**src/rtl/systolic_operand_feeder.sv**
```systemverilog
// systolic_operand_feeder: buffers a K-step operand tile, then streams it diagonally skewed into an NxN FP8 PE array.
module systolic_operand_feeder #(
    parameter int N     = 2,
    parameter int K_MAX = 8
) (
    input  logic           clk,
    input  logic           rst,
    input  logic           in_valid,
    output logic           in_ready,
    input  logic [8*N-1:0] in_a,
    input  logic [8*N-1:0] in_b,
    input  logic           in_last,
    output logic [8*N-1:0] a_out,
    output logic [8*N-1:0] b_out,
    output logic           clear_out,
    output logic           busy,
    output logic           done
);
    localparam int TW = $clog2(K_MAX + 2*N);
    localparam int CW = (K_MAX > 1) ? $clog2(K_MAX) : 1;

    typedef enum logic [1:0] {IDLE, CLEAR, STREAM, DONE} state_t;

    state_t          state, state_d;
    logic [7:0]      a_buf [K_MAX][N];
    logic [7:0]      b_buf [K_MAX][N];
    logic [TW-1:0]   count, k, t, last_t, t_sel;
    logic [TW-1:0]   d [N];
    logic            accept, last_beat, strm_d;
    logic [8*N-1:0]  a_d, b_d;

    assign in_ready  = state == IDLE;
    assign busy      = state != IDLE;
    assign clear_out = state == CLEAR;
    assign done      = state == DONE;

    always_comb begin
        accept    = in_valid && in_ready;
        last_beat = accept && (in_last || count == TW'(K_MAX-1));
        last_t    = k + TW'(2*N-1);
        strm_d    = (state == CLEAR) || (state == STREAM && t != last_t);
        // Operands are looked up for the step that will be current after this edge.
        t_sel     = (state == STREAM) ? t + TW'(1) : '0;
        a_d       = '0;
        b_d       = '0;
        for (int i = 0; i < N; i++) begin
            d[i] = t_sel - TW'(i);
            if (strm_d && t_sel >= TW'(i) && d[i] < k) begin
                a_d[8*i +: 8] = a_buf[d[i][CW-1:0]][i];
                b_d[8*i +: 8] = b_buf[d[i][CW-1:0]][i];
            end
        end
        state_d = state;
        case (state)
            IDLE:    state_d = last_beat ? CLEAR : IDLE;
            CLEAR:   state_d = STREAM;
            STREAM:  state_d = (t == last_t) ? DONE : STREAM;
            default: state_d = IDLE;
        endcase
    end

    always_ff @(posedge clk) begin
        if (!rst) begin
            state <= IDLE;
            count <= '0;
            k     <= '0;
            t     <= '0;
            a_out <= '0;
            b_out <= '0;
        end else begin
            state <= state_d;
            a_out <= a_d;
            b_out <= b_d;
            t     <= (state == STREAM) ? t + TW'(1) : '0;
            if (accept) count <= last_beat ? '0 : count + TW'(1);
            if (last_beat) k <= count + TW'(1);
        end
    end

    always_ff @(posedge clk) begin
        if (accept) begin
            for (int i = 0; i < N; i++) begin
                a_buf[count[CW-1:0]][i] <= in_a[8*i +: 8];
                b_buf[count[CW-1:0]][i] <= in_b[8*i +: 8];
            end
        end
    end
endmodule

```
**config.mk**
```make
export PLATFORM = sky130hd
export DESIGN_NAME = systolic_operand_feeder
export DESIGN_NICKNAME = d
export VERILOG_FILES = /design/src/rtl/systolic_operand_feeder.sv
export SDC_FILE = /design/constraint.sdc
export NUM_CORES = 1
export LEC_CHECK = 0
export BUFFER_PORTS_ARGS = -buffer_cell sky130_fd_sc_hd__buf_2
export CORE_MARGIN = 2
export CORE_UTILIZATION = 41
export DETAILED_ROUTE_END_ITERATION = 8
export HOLD_SLACK_MARGIN = 0.05
export SLEW_MARGIN = 30
export SYNTH_ARGS = -nofsm -noshare
export SYNTH_HDL_FRONTEND = slang
export SYNTH_SLANG_ARGS = --single-unit
```
**constraint.sdc**
```tcl
create_clock -name clk -period 6 [get_ports clk]
set_input_delay 0.3 -clock clk [delete_from_list [all_inputs] [get_ports clk]]
set_output_delay 0.3 -clock clk [all_outputs]
set_load 0.1 [all_outputs]
```
* Yosys cells after proc, flatten, opt, wreduce, memory -nomap -nowiden
Memory sizes are Yosys's and may differ from the RTL's. A register that Yosys moved wholly into a read port is not among the register bits.
Index checks and enable logic that the tools add are counted.
Widths: inputs -> output; s select.
** Word-level totals
- Bits in registers :: 14
- RAM bits :: 256
- Input port bits :: 36
- Output and inout bits :: 36
- Word-level logic and storage cells :: 44
- Memories :: 2
** Operators by class
- Add/subtract/negate cells :: 4
- $lt $le $gt $ge :: 4
- Eq/ne operators :: 6
- Mux-type cells :: 7
- Reduce and logical (&&, ||, !) cells :: 17
** Memories
- a_buf :: depth 8, bits a word 16, read ports 2, clocked after Yosys merged registers in 2, write ports 1, line 25 : logic [7:0] a_buf [K_MAX][N];
- b_buf :: depth 8, bits a word 16, read ports 2, clocked after Yosys merged registers in 2, write ports 1, line 26 : logic [7:0] b_buf [K_MAX][N];
** Operators by type and width (number)
- $add 4x1->4 const B :: 2
- $ge 4x1->1 const B :: 2
- $lt 4x4->1 :: 2
- $mux 4 :: 2
- $logic_and 1x1->1 :: 7
- $pmux 2 s3 :: 1
- $add 4x2->4 const B :: 1
- $eq 2x2->1 const B :: 2
- $eq 4x3->1 const B :: 1
- $eq 4x4->1 :: 1
- $logic_not 1->1 :: 4
- $mux 1 :: 4
- $ne 4x4->1 :: 1
- $reduce_and 2->1 :: 2
- $sub 4x1->4 const B :: 1
- $eq 2x1->1 const B :: 1
- $logic_not 2->1 :: 1
- $logic_or 1x1->1 :: 2
- $reduce_bool 2->1 :: 1

* Longest topological paths before layout
Gate-level depths: netlist of run 1.
- Depth after elaboration :: 8
- Depth in mapped cells :: 16

* Worst setup path after synthesis of run 1
OpenSTA, ideal clock, no wires.
- Path kind :: register -> register
- Start :: reg state[0]
- End :: mem a_buf[0][0] (netlist bit) (enable)
- Arrival :: 4.780 ns
- Slack :: 0.719 ns
- Cell stages (with the launch flop) :: 6
- Path buffers :: 1
- Cell sequence :: dfxtp_1 > inv_1 > ha_1 > nand2_1 > clkbuf_1 > nor4_1
** On the way
- Longest elaborated chain between the ends :: 4
** Ends and longest elaborated chain
- start: declaration :: line 24 : state_t state, state_d;
- start signal: assignment :: line 71 : state <= state_d;
- $logic_not 2->1 :: line 32 : assign in_ready = state == IDLE;
- net in_ready :: line 9 : output logic in_ready,
- $logic_and 1x1->1 :: line 38 : accept = in_valid && in_ready;
- $mux 1 :: line 81 : if (accept) begin
- $mux 1 (implied by the code) :: line 83 : a_buf[count[CW-1:0]][i] <= in_a[8*i +: 8];
- end: declaration :: line 25
The timed path passes the listed nets, and every way through them passes these cells.

* Worst setup path after layout of run 1
- Start :: reg t[1]
- End :: reg a_out[13], read port of a_buf
** On the way
- Longest elaborated chain between the ends :: 7
- Elaborated cells between the ends (all ways) :: 12
- Classes of those cells :: add/sub: 2; order compare: 2; eq/ne: 1; mux: 1; reduce/logical: 6
** Ends and longest elaborated chain
- start: declaration :: line 27 : logic [TW-1:0] count, k, t, last_t, t_sel;
- start signal: assignment :: line 74 : t <= (state == STREAM) ? t + TW'(1) : '0;
- $add 4x1->4 / $ne 4x4->1 (equally long branches) :: line 43, 41
- $mux 4 / $logic_and 1x1->1 (equally long branches)
- $sub 4x1->4, or another cell as far along :: line 47 : d[i] = t_sel - TW'(i);
- $lt 4x4->1 / $logic_and 1x1->1 (equally long branches) :: line 48 : if (strm_d && t_sel >= TW'(i) && d[i] < k) begin
- $logic_and 1x1->1 :: line 48
- $reduce_and 2->1 (no source line)
- $logic_not 1->1 (no source line)
- end: declaration :: line 13 : output logic [8*N-1:0] a_out,
Parallel ways exist; a longest one is shown, timed or not.
A chain may end at the register's enable or synchronous reset.

==> results.md, run 1 <==
- The share of the Yosys chip area taken by registers is 0.737.
- The number of distinct library cells after synthesis is 47.
- For this run, the number of standard cells in the final layout without fillers is 1187.
- The flow ran to the end, and the final reports show no timing, DRC or antenna violations.
- The number of hold-slack violations in the final timing report came to 0.
- The number of pins exceeding their max-slew limit in the final report is 0.
- The mean instance size in the synthesized netlist is between 15 and 20 sq um.
- Pin placement for this block handled 72 I/O pins.
- For this run, the top clock speed supported by timing is 236 MHz.
- Summed over all failing endpoints, the final setup total negative slack is 0 ns.
- Power comes to 4.63 mW.
- The antenna diode instance count is 0.
- The largest voltage drop on the vdd net is ~0.19 mV.
- The number of global-route vias before repair is 6456.
- At the pin with the least slew margin, the transition time is 0.888 ns.
- The number of buffers and inverters on the critical path is 3.
- After synthesis the cells add up to 0.0117 sq mm.
- Measured on the finished design, the core utilization comes to 0.498.
- The final layout contains 837 nets.
- The maximum count of clock buffers along a single path is 3.
- The net switching power is 0.937 mW.
- For this run the aggregate overflow at the end of global routing stands at 0.
- The CTS tree is yes.
- In the synthesized netlist the dominant register cell turns out to be sky130_fd_sc_hd__edfxtp_1.
- In this run the critical register-to-register path is launched from t[1].
- Data on the critical path arrives at its endpoint at roughly 4.7 ns.
- The worst setup path endpoint is a_out[13].
- The share of total power dissipated in combinational logic is 0.056.
- Counting instances, the worst hold path has a depth of 3.
- The origin of the worst setup path is t[1].
- STA classifies the critical path endpoint as a register.
- The cell count after synthesis is approximately 680.
- Of the total power, the clock network draws 0.442.
- The floorplan die width is between 150 and 200 microns.
- The total of fill cells in the finished design is 2314.
- After detailed routing, the number of remaining DRC violations is 0.
- Yosys printed 0 warnings.
- Sorting the synthesized cells by how often they occur yields 256 x sky130_fd_sc_hd__edfxtp_1, 46 x sky130_fd_sc_hd__dfxtp_1, 39 x sky130_fd_sc_hd__nand2_1.
- The largest individual stage delay along the critical path comes from the cell sky130_fd_sc_hd__nand4bb_1.
- In this run the number of H-tree levels came out at 1.
- Yosys attributes the largest share of cell area to sky130_fd_sc_hd__edfxtp_1 66%, sky130_fd_sc_hd__dfxtp_1 7.9%, sky130_fd_sc_hd__mux4_2 6.2%.
- The wire length of the first global-routing pass is 37500 microns.
- The core area is about 0.028 sq mm.
- The detailed router finished its first iteration with ~550 violations.
- Synthesis produced a netlist with a net count of a little over 700.
- The number of antenna violations at the first check in global routing was 0.
- The signal on the critical path passes through ha_1 -> xor2_2 -> buf_4 -> nand2_2 -> inv_2 -> xnor2_4 -> clkinv_2 -> ha_1 -> o21ai_0 -> a31oi_1 -> o21ai_0 -> nand4bb_1 -> a21oi_1.
- The flip-flop and latch count after synthesis is between 300 and 400.
- The post-detailed-routing wire length is 24500 microns.
- The effective utilization at floorplan is 0.418.
- In this run the tightest slew margin relative to its limit is 0.405.
- In this run the power density over the cells is 333 mW/mm^2.
- The insertion delay of the later-clocked pin in the worst-skew pair is approximately 0.54 ns.
- Counting flops with an async set or reset pin after synthesis yields a share of 0.
- Of the cells placed in the final design, the portion with a size suffix greater than 1 is 0.248.
- Clock-pin slew was measured on the worst setup and hold paths at 0.06 ns.
- The part of the total power dissipated in sequential elements is 0.502.
- The endpoint identified for the worst register-to-register timing path is a_out[13].
- The final setup violation count is 0.
- The largest net degree at the start of global routing is 68.
- The clock root buffer is sky130_fd_sc_hd__clkbuf_16.
- The share of synthesized area in the top cell type comes to 0.658.
- The count of buffers added on input and output ports is 71.
- The number of placed instances with taps included is about 1100.
- For this run, the total global-route usage over all layers was measured as 0.161.
- The kind of cell adding the most delay to the critical path is buffers and inverters.
- The type of origin of the critical path is a register.
- The routed layout has 6396 vias.
- The minimum period implied by the final worst setup slack is ~4.2 ns.
- The layout-stage area growth over the synthesis result is 19.0%.
- Once detail routing completed, the nets flagged for antenna violations numbered 0.
- The floorplan step set the die height to 173 microns.
- The maximum fanout encountered on the critical timing path is 20.
- The largest single stage delay on the critical path is 0.71 ns.
- In this run, CTS created clock tree buffers numbering 30.
- Of the available clock period, the critical path in the final layout requires 0.707.
- The max-capacitance violation count is 0.
- The number of enable-type register cells in the synthesized netlist is 256.
- By instance count, the leading cell after synthesis is sky130_fd_sc_hd__edfxtp_1.
- The via density per instance is between 5 and 6.
- Cell internal power was estimated by the tool at 3.69 mW.
- The leakage power is 4.74 nW.
- The clock net sink count is 302.
- The switching power share of the total is 0.203.
- In this run the worst hold path is classified as primary input to register.
- Setup repair after global routing left no endpoint under its margin.
- Data on the critical path is required at its endpoint by about 6.4 ns.
- The number of setup buffers added after CTS is 0.
- The weighted congestion at the end of routability-driven global placement is 0.714.
- The count of standard-cell rows is 61.
- Clock skew on the completed layout was measured at 0.0109 ns.
- For this run, the detailed router's first-pass iteration total came to 5.
- The reg-to-reg setup timing slack is 1.76 ns.
- The most area-hungry cell type in the Yosys netlist is sky130_fd_sc_hd__edfxtp_1.
- The final HPWL from detailed placement is 12900 microns.
- Counting cells, the worst reg-to-reg path comes to 13.
- The critical path class is register to register.
- The total number of cells along the worst setup path is 13.
- The area enclosed by the die boundary is 0.0299 sq mm.
- Dividing the detail-routed wire length by the instance count gives between 20 and 25 microns.
[worst min-delay path by stage]
| stage | start | endpoint | slack, ns |
|---|---|---|---|
| final | in_last | count[2] | 0.1 |
| after global routing | in_last | count[2] | 0.11 |
| after CTS | in_last | count[2] | 0.07 |
| after detailed placement | k[1] | k[1] | 0.54 |
| after global placement | k[1] | k[1] | 0.54 |
| after floorplan | in_a[8] | a_buf[0][0] | 0.40 |
[area by class of cell]
cell class                      count  area, sq um  area share
Clock buffer                       35          791      0.0569
Clock inverter                     21          318      0.0229
Inverter                           13         51.3     0.00369
Multi-Input combinational cell    319         2860       0.206
Sequential cell                   302         8610       0.619
Tap cell                          378          473      0.0340
Timing Repair Buffer              119          803      0.0578
[cell families after synthesis]
family / synth area share
flip-flops: 0.737
AND/OR/NAND/NOR: 0.0683
AO/OA/AOI/OAI: 0.0673
buffers and inverters: 0.0224
multiplexers: 0.0771
adder cells (fa/ha/maj): 0.0171
XOR/XNOR: 0.0110
[routing by layer]
metal | wire length (microns) | vias to the layer above | global-route usage | share of wire
met2 | 11800 | 172 | 0.265 | 0.48
met4 | 472 | 0 | 0.0487 | 0.019
met5 | 0 | - | 0 | 0
met3 | 1300 | 36 | 0.0242 | 0.053
li1 | - | 2911 | - | -
met1 | 11000 | 3277 | 0.224 | 0.45
[per-stage QoR]
step | worst slack [ns] | cell area (sq um) | hold slack (ns)
floorplan | 0.719 | 11700 | 0.399
global placement | 1.87 | 12500 | 0.538
detailed placement | 1.73 | 12500 | 0.542
CTS | 1.68 | 13900 | 0.0676
global route | 1.35 | 13900 | 0.108
finish | 1.76 | 13900 | 0.0971
[placed cells by master (no fill, tap or decap), types with 20 or more instances in the layout]
| master | n |
|---|---|
| sky130_fd_sc_hd__nor2b_1 | 20 |
| sky130_fd_sc_hd__edfxtp_1 | 256 |
| sky130_fd_sc_hd__dlygate4sd3_1 | 32 |
| sky130_fd_sc_hd__mux4_2 | 32 |
| sky130_fd_sc_hd__buf_2 | 71 |
| sky130_fd_sc_hd__clkbuf_16 | 31 |
| sky130_fd_sc_hd__dfxtp_1 | 45 |
| sky130_fd_sc_hd__nand2_1 | 39 |
| sky130_fd_sc_hd__o221ai_1 | 24 |
[sequential cells by signal, indices dropped and copies added (netlist names)]
name	count
b_buf	128
count	4
a_buf	128
t	4
a_out	16
b_out	16
state	2
k	4
[power by group through the flow]
stage	sequential (mW)	clock, mW	combinational [mW]
global placement	2.37	0	0.236
finish	2.32	2.04	0.260
detailed placement	2.37	0	0.244
CTS	2.32	2.09	0.262
floorplan	2.38	0	0.149
global route	2.32	2.17	0.282
[worst reg2reg max path: cells and delay by family, from the launching register on]
kind,cells,cell delay [ns]
compound gates,4,0.67
flops,1,0.39
simple gates,2,0.82
fa+ha+maj,2,0.61
buf+inv,3,1.21
xor+xnor,2,0.45
[what timing repair did]
item	CTS	global route
endpoints found under the hold margin	256	0
hold buffers	32	0
resized for setup	0	0
(Power assumes the default switching activity.)
==> run 2: changes to the inputs <==
==> constraint.sdc (replaced) <==
create_clock -name clk -period 3.85 [get_ports clk]
set_input_delay 0.1925 -clock clk [delete_from_list [all_inputs] [get_ports clk]]
set_output_delay 0.1925 -clock clk [all_outputs]
set_load 0.1 [all_outputs]
==> run 2 against run 1 <==
Clock power increased by 37%; critical path type unchanged; sequential cell count did not move; combinational power rose by 59%; critical path depth is 1 higher; die area is the same; largest power group unchanged; total power increased by 48%; count of clock-buffer cells in the layout up 4.
==> results.md, run 2 (synthesis gave the netlist of run 1 again) <==
- For this run, design rule violations remaining after detail routing come to 0.
- Row generation in the floorplan step produced 61 rows.
- Setup violations remaining at the end of the flow were counted as 0.
- The global-route usage over all layers is 0.173.
- In this run the most critical hold path is launched from in_valid.
- Relative to the synthesized area, the layout overhead comes to 18.2%.
- The sort of element at the end of the critical path is a register.
- The critical path is of the register to register type.
- The cell-internal power is 5.37 mW.
- The core region is roughly 0.028 sq mm.
- The finished cells cover approximately 0.014 sq mm.
- The placed standard-cell area is 0.0125 sq mm.
- The tool flagged a number of max-cap violations equal to 0.
- The count of buffers inserted at the top-level ports is 71.
- The post-detailed-route count of antenna-violating nets is 0.
- The number of placed instances with taps included is ~1100.
- TritonCTS built the clock tree.
- Clock tree synthesis found a total of 302 sinks.
- The total of fill cells in the finished design is 2354.
- The class of the tightest hold or removal check is primary input to register.
- The power density over the cells is 494 mW/mm^2.
- The net switching power is 1.46 mW.
- The number of antenna violations at the first check in global routing came to 0.
- The final setup skew is 0.0102 ns.
- Of the total power, combinational logic draws 0.061.
- The fraction of layout cells with a size suffix above 1 is 0.245.
- The flow ran to the end, and the final reports show no timing, DRC or antenna violations.
- The largest voltage drop on the vdd net is 0.268 mV.
- The later pin in the worst-skew pair is clocked with a latency of 0.55 ns.
- The worst hold path terminates at count[0].
- The worst setup path is launched from a register.
- Measured in cells, the most critical reg-to-reg path has a length of 14.
- The final HPWL from detailed placement is 13700 microns.
- Across all hold checks on the routed design, the worst slack comes to 0.410 ns.
- The weighted congestion at the end of routability-driven global placement is 0.763.
- The number of global-route vias before repair is 6764.
- The minimum period implied by the final worst setup slack is about 3.3 ns.
- The number of pins exceeding their max-slew limit in the final report is 0.
- The final worst-path cycle share is 0.860.
- The worst hold path was traced through 4 stages.
- The net count of the finished layout is between 800 and 900.
- The effective utilization at floorplan is 0.418.
- Of all nets on the critical path, the largest fanout is 23.
- In the layout the commonest cells are 256 x sky130_fd_sc_hd__edfxtp_1, 71 x sky130_fd_sc_hd__buf_2, 45 x sky130_fd_sc_hd__dfxtp_1.
- For the pin with the worst max-slew slack, the measured transition is 0.723 ns.
- The final routed wire length divided by cell count is approximately 22 microns.
- The die boundary height is 173 microns.
- Setup repair after global routing left no endpoint under its margin.
- The die is 173 microns wide.
- The number of DRC violations after detailed-routing iteration 0 is 561.
- The first global-routing pass estimated 39800 microns of wire.
- The maximum count of clock buffers along a single path is 3.
- The post-CTS resize count is 0.
- The worst register-to-register path begins at state[0].
- The leakage power is 4.71 nW.
- The sum of negative setup slack is 0 ns.
- Entering global routing, the biggest net connects 53 pins.
- In this run the clock root is driven by a sky130_fd_sc_hd__clkbuf_16.
- The total I/O pin count is just over 70.
- Of the total power, the share spent switching nets is 0.214.
- Of the total power, the clock network draws 0.409.
- In this run, CTS created clock tree buffers numbering 30.
- Before antenna repair, the detailed router went through 5 iterations.
- The residual overflow from global routing is 0.
- The worst register-to-register path ends at a_out[11].
- CTS built an H-tree with a depth of 1.
- The routed layout has 6490 vias.
- The required time reported for the critical path endpoint is 4.28 ns.
- The filler-free cell count of the finished design is 1194.
- The CTS clock-pin slew for the worst setup and hold paths is 0.07 ns.
- Dividing the detail-routed via count by the number of cells gives 5.44.
- The die covers 0.0299 sq mm.
- Of the total power, registers draw 0.530.
- The number of hold-slack violations in the final timing report came to 0.
- The utilization after layout is 0.495.
- In this run the post-CTS setup repair buffer count came out at 0.
- The worst register-to-register path has a setup slack of 0.54 ns.
- The final layout contains routed wiring with a total length of around 26000 microns.
- Static timing analysis puts the maximum clock frequency at 302 MHz.
- The number of antenna diodes in the final layout is 0.
- The library cell used most frequently in the layout, excluding fill and tap cells, is sky130_fd_sc_hd__edfxtp_1.
- The max-slew headroom at the worst pin is 0.518.
- The data arrival time of the critical path is 3.74 ns.
-- run 2: cell types whose count changed in the layout (fill, tap and decap cells not counted), moves of 3 or more --
cell	before	now
sky130_fd_sc_hd__bufinv_16	8	2
sky130_fd_sc_hd__clkbuf_1	4	7
sky130_fd_sc_hd__clkinv_2	5	10
sky130_fd_sc_hd__clkinvlp_4	4	1
sky130_fd_sc_hd__buf_4	15	21
-- run 2: power groups by stage --
| stage | combinational [mW] | sequential, mW | clock [mW] |
|---|---|---|---|
| after floorplan | 0.234 | 3.71 | 0 |
| after global placement | 0.375 | 3.69 | 0 |
| after detailed placement | 0.388 | 3.69 | 0 |
| after CTS | 0.418 | 3.62 | 2.84 |
| after global routing | 0.450 | 3.62 | 2.96 |
| final | 0.413 | 3.62 | 2.79 |
-- run 2: final cells by class --
type	count	area, sq um	area share
multi-input combinational	319	2880	0.208
tap	378	473	0.0342
clock buffer	39	816	0.0591
timing repair buffer	126	853	0.0618
sequential	302	8610	0.623
clock inverter	17	135	0.00978
inverter	13	51.3	0.00371
-- run 2: per-layer routing --
layer | part of all wire | GRT usage | wire length [microns]
met1 | 0.45 | 0.236 | 11600
met2 | 0.49 | 0.289 | 12500
met3 | 0.044 | 0.0251 | 1140
met4 | 0.021 | 0.0516 | 542
met5 | 0 | 0 | 0
-- run 2: how the worst max path moves through the flow --
stage | startpoint | to | slack [ns] | depth (start not counted)
3_3_place_gp | state[0] | a_out[9] | 0.66 | 14
5_1_grt | state[0] | b_out[15] | 0.28 | 14
3_5_place_dp | state[0] | a_out[11] | 0.51 | 14
4_1_cts | state[0] | a_out[11] | 0.48 | 14
6_report | state[0] | a_out[11] | 0.54 | 14
2_1_floorplan | state[0] | a_buf[2][0] | -0.60 | 5
-- run 2: worst max-delay path: stages (launching register included) --
cell and delay (ns):
sky130_fd_sc_hd__dfxtp_1 0.39, sky130_fd_sc_hd__inv_1 0.08, sky130_fd_sc_hd__ha_1 0.24, sky130_fd_sc_hd__buf_4 0.25, sky130_fd_sc_hd__nand2_2 0.11, sky130_fd_sc_hd__inv_2 0.06
sky130_fd_sc_hd__xnor2_4 0.49, sky130_fd_sc_hd__clkinv_2 0.42, sky130_fd_sc_hd__ha_1 0.39, sky130_fd_sc_hd__o21ai_0 0.08, sky130_fd_sc_hd__a31oi_1 0.14, sky130_fd_sc_hd__o21ai_0 0.09
sky130_fd_sc_hd__nand4bb_1 0.10, sky130_fd_sc_hd__buf_4 0.24, sky130_fd_sc_hd__a21oi_1 0.08
-- run 2: what timing repair did --
item,4_1_cts,5_1_grt
endpoints found under the setup margin,0,0
hold buffers,34,0
endpoints found under the hold margin,268,0
-- run 2: through the flow --
step	setup WS, ns	power, mW
3_3_place_gp	0.660	4.06
4_1_cts	0.478	6.88
5_1_grt	0.280	7.03
3_5_place_dp	0.514	4.08
2_1_floorplan	-0.596	3.95
6_report	0.541	6.83
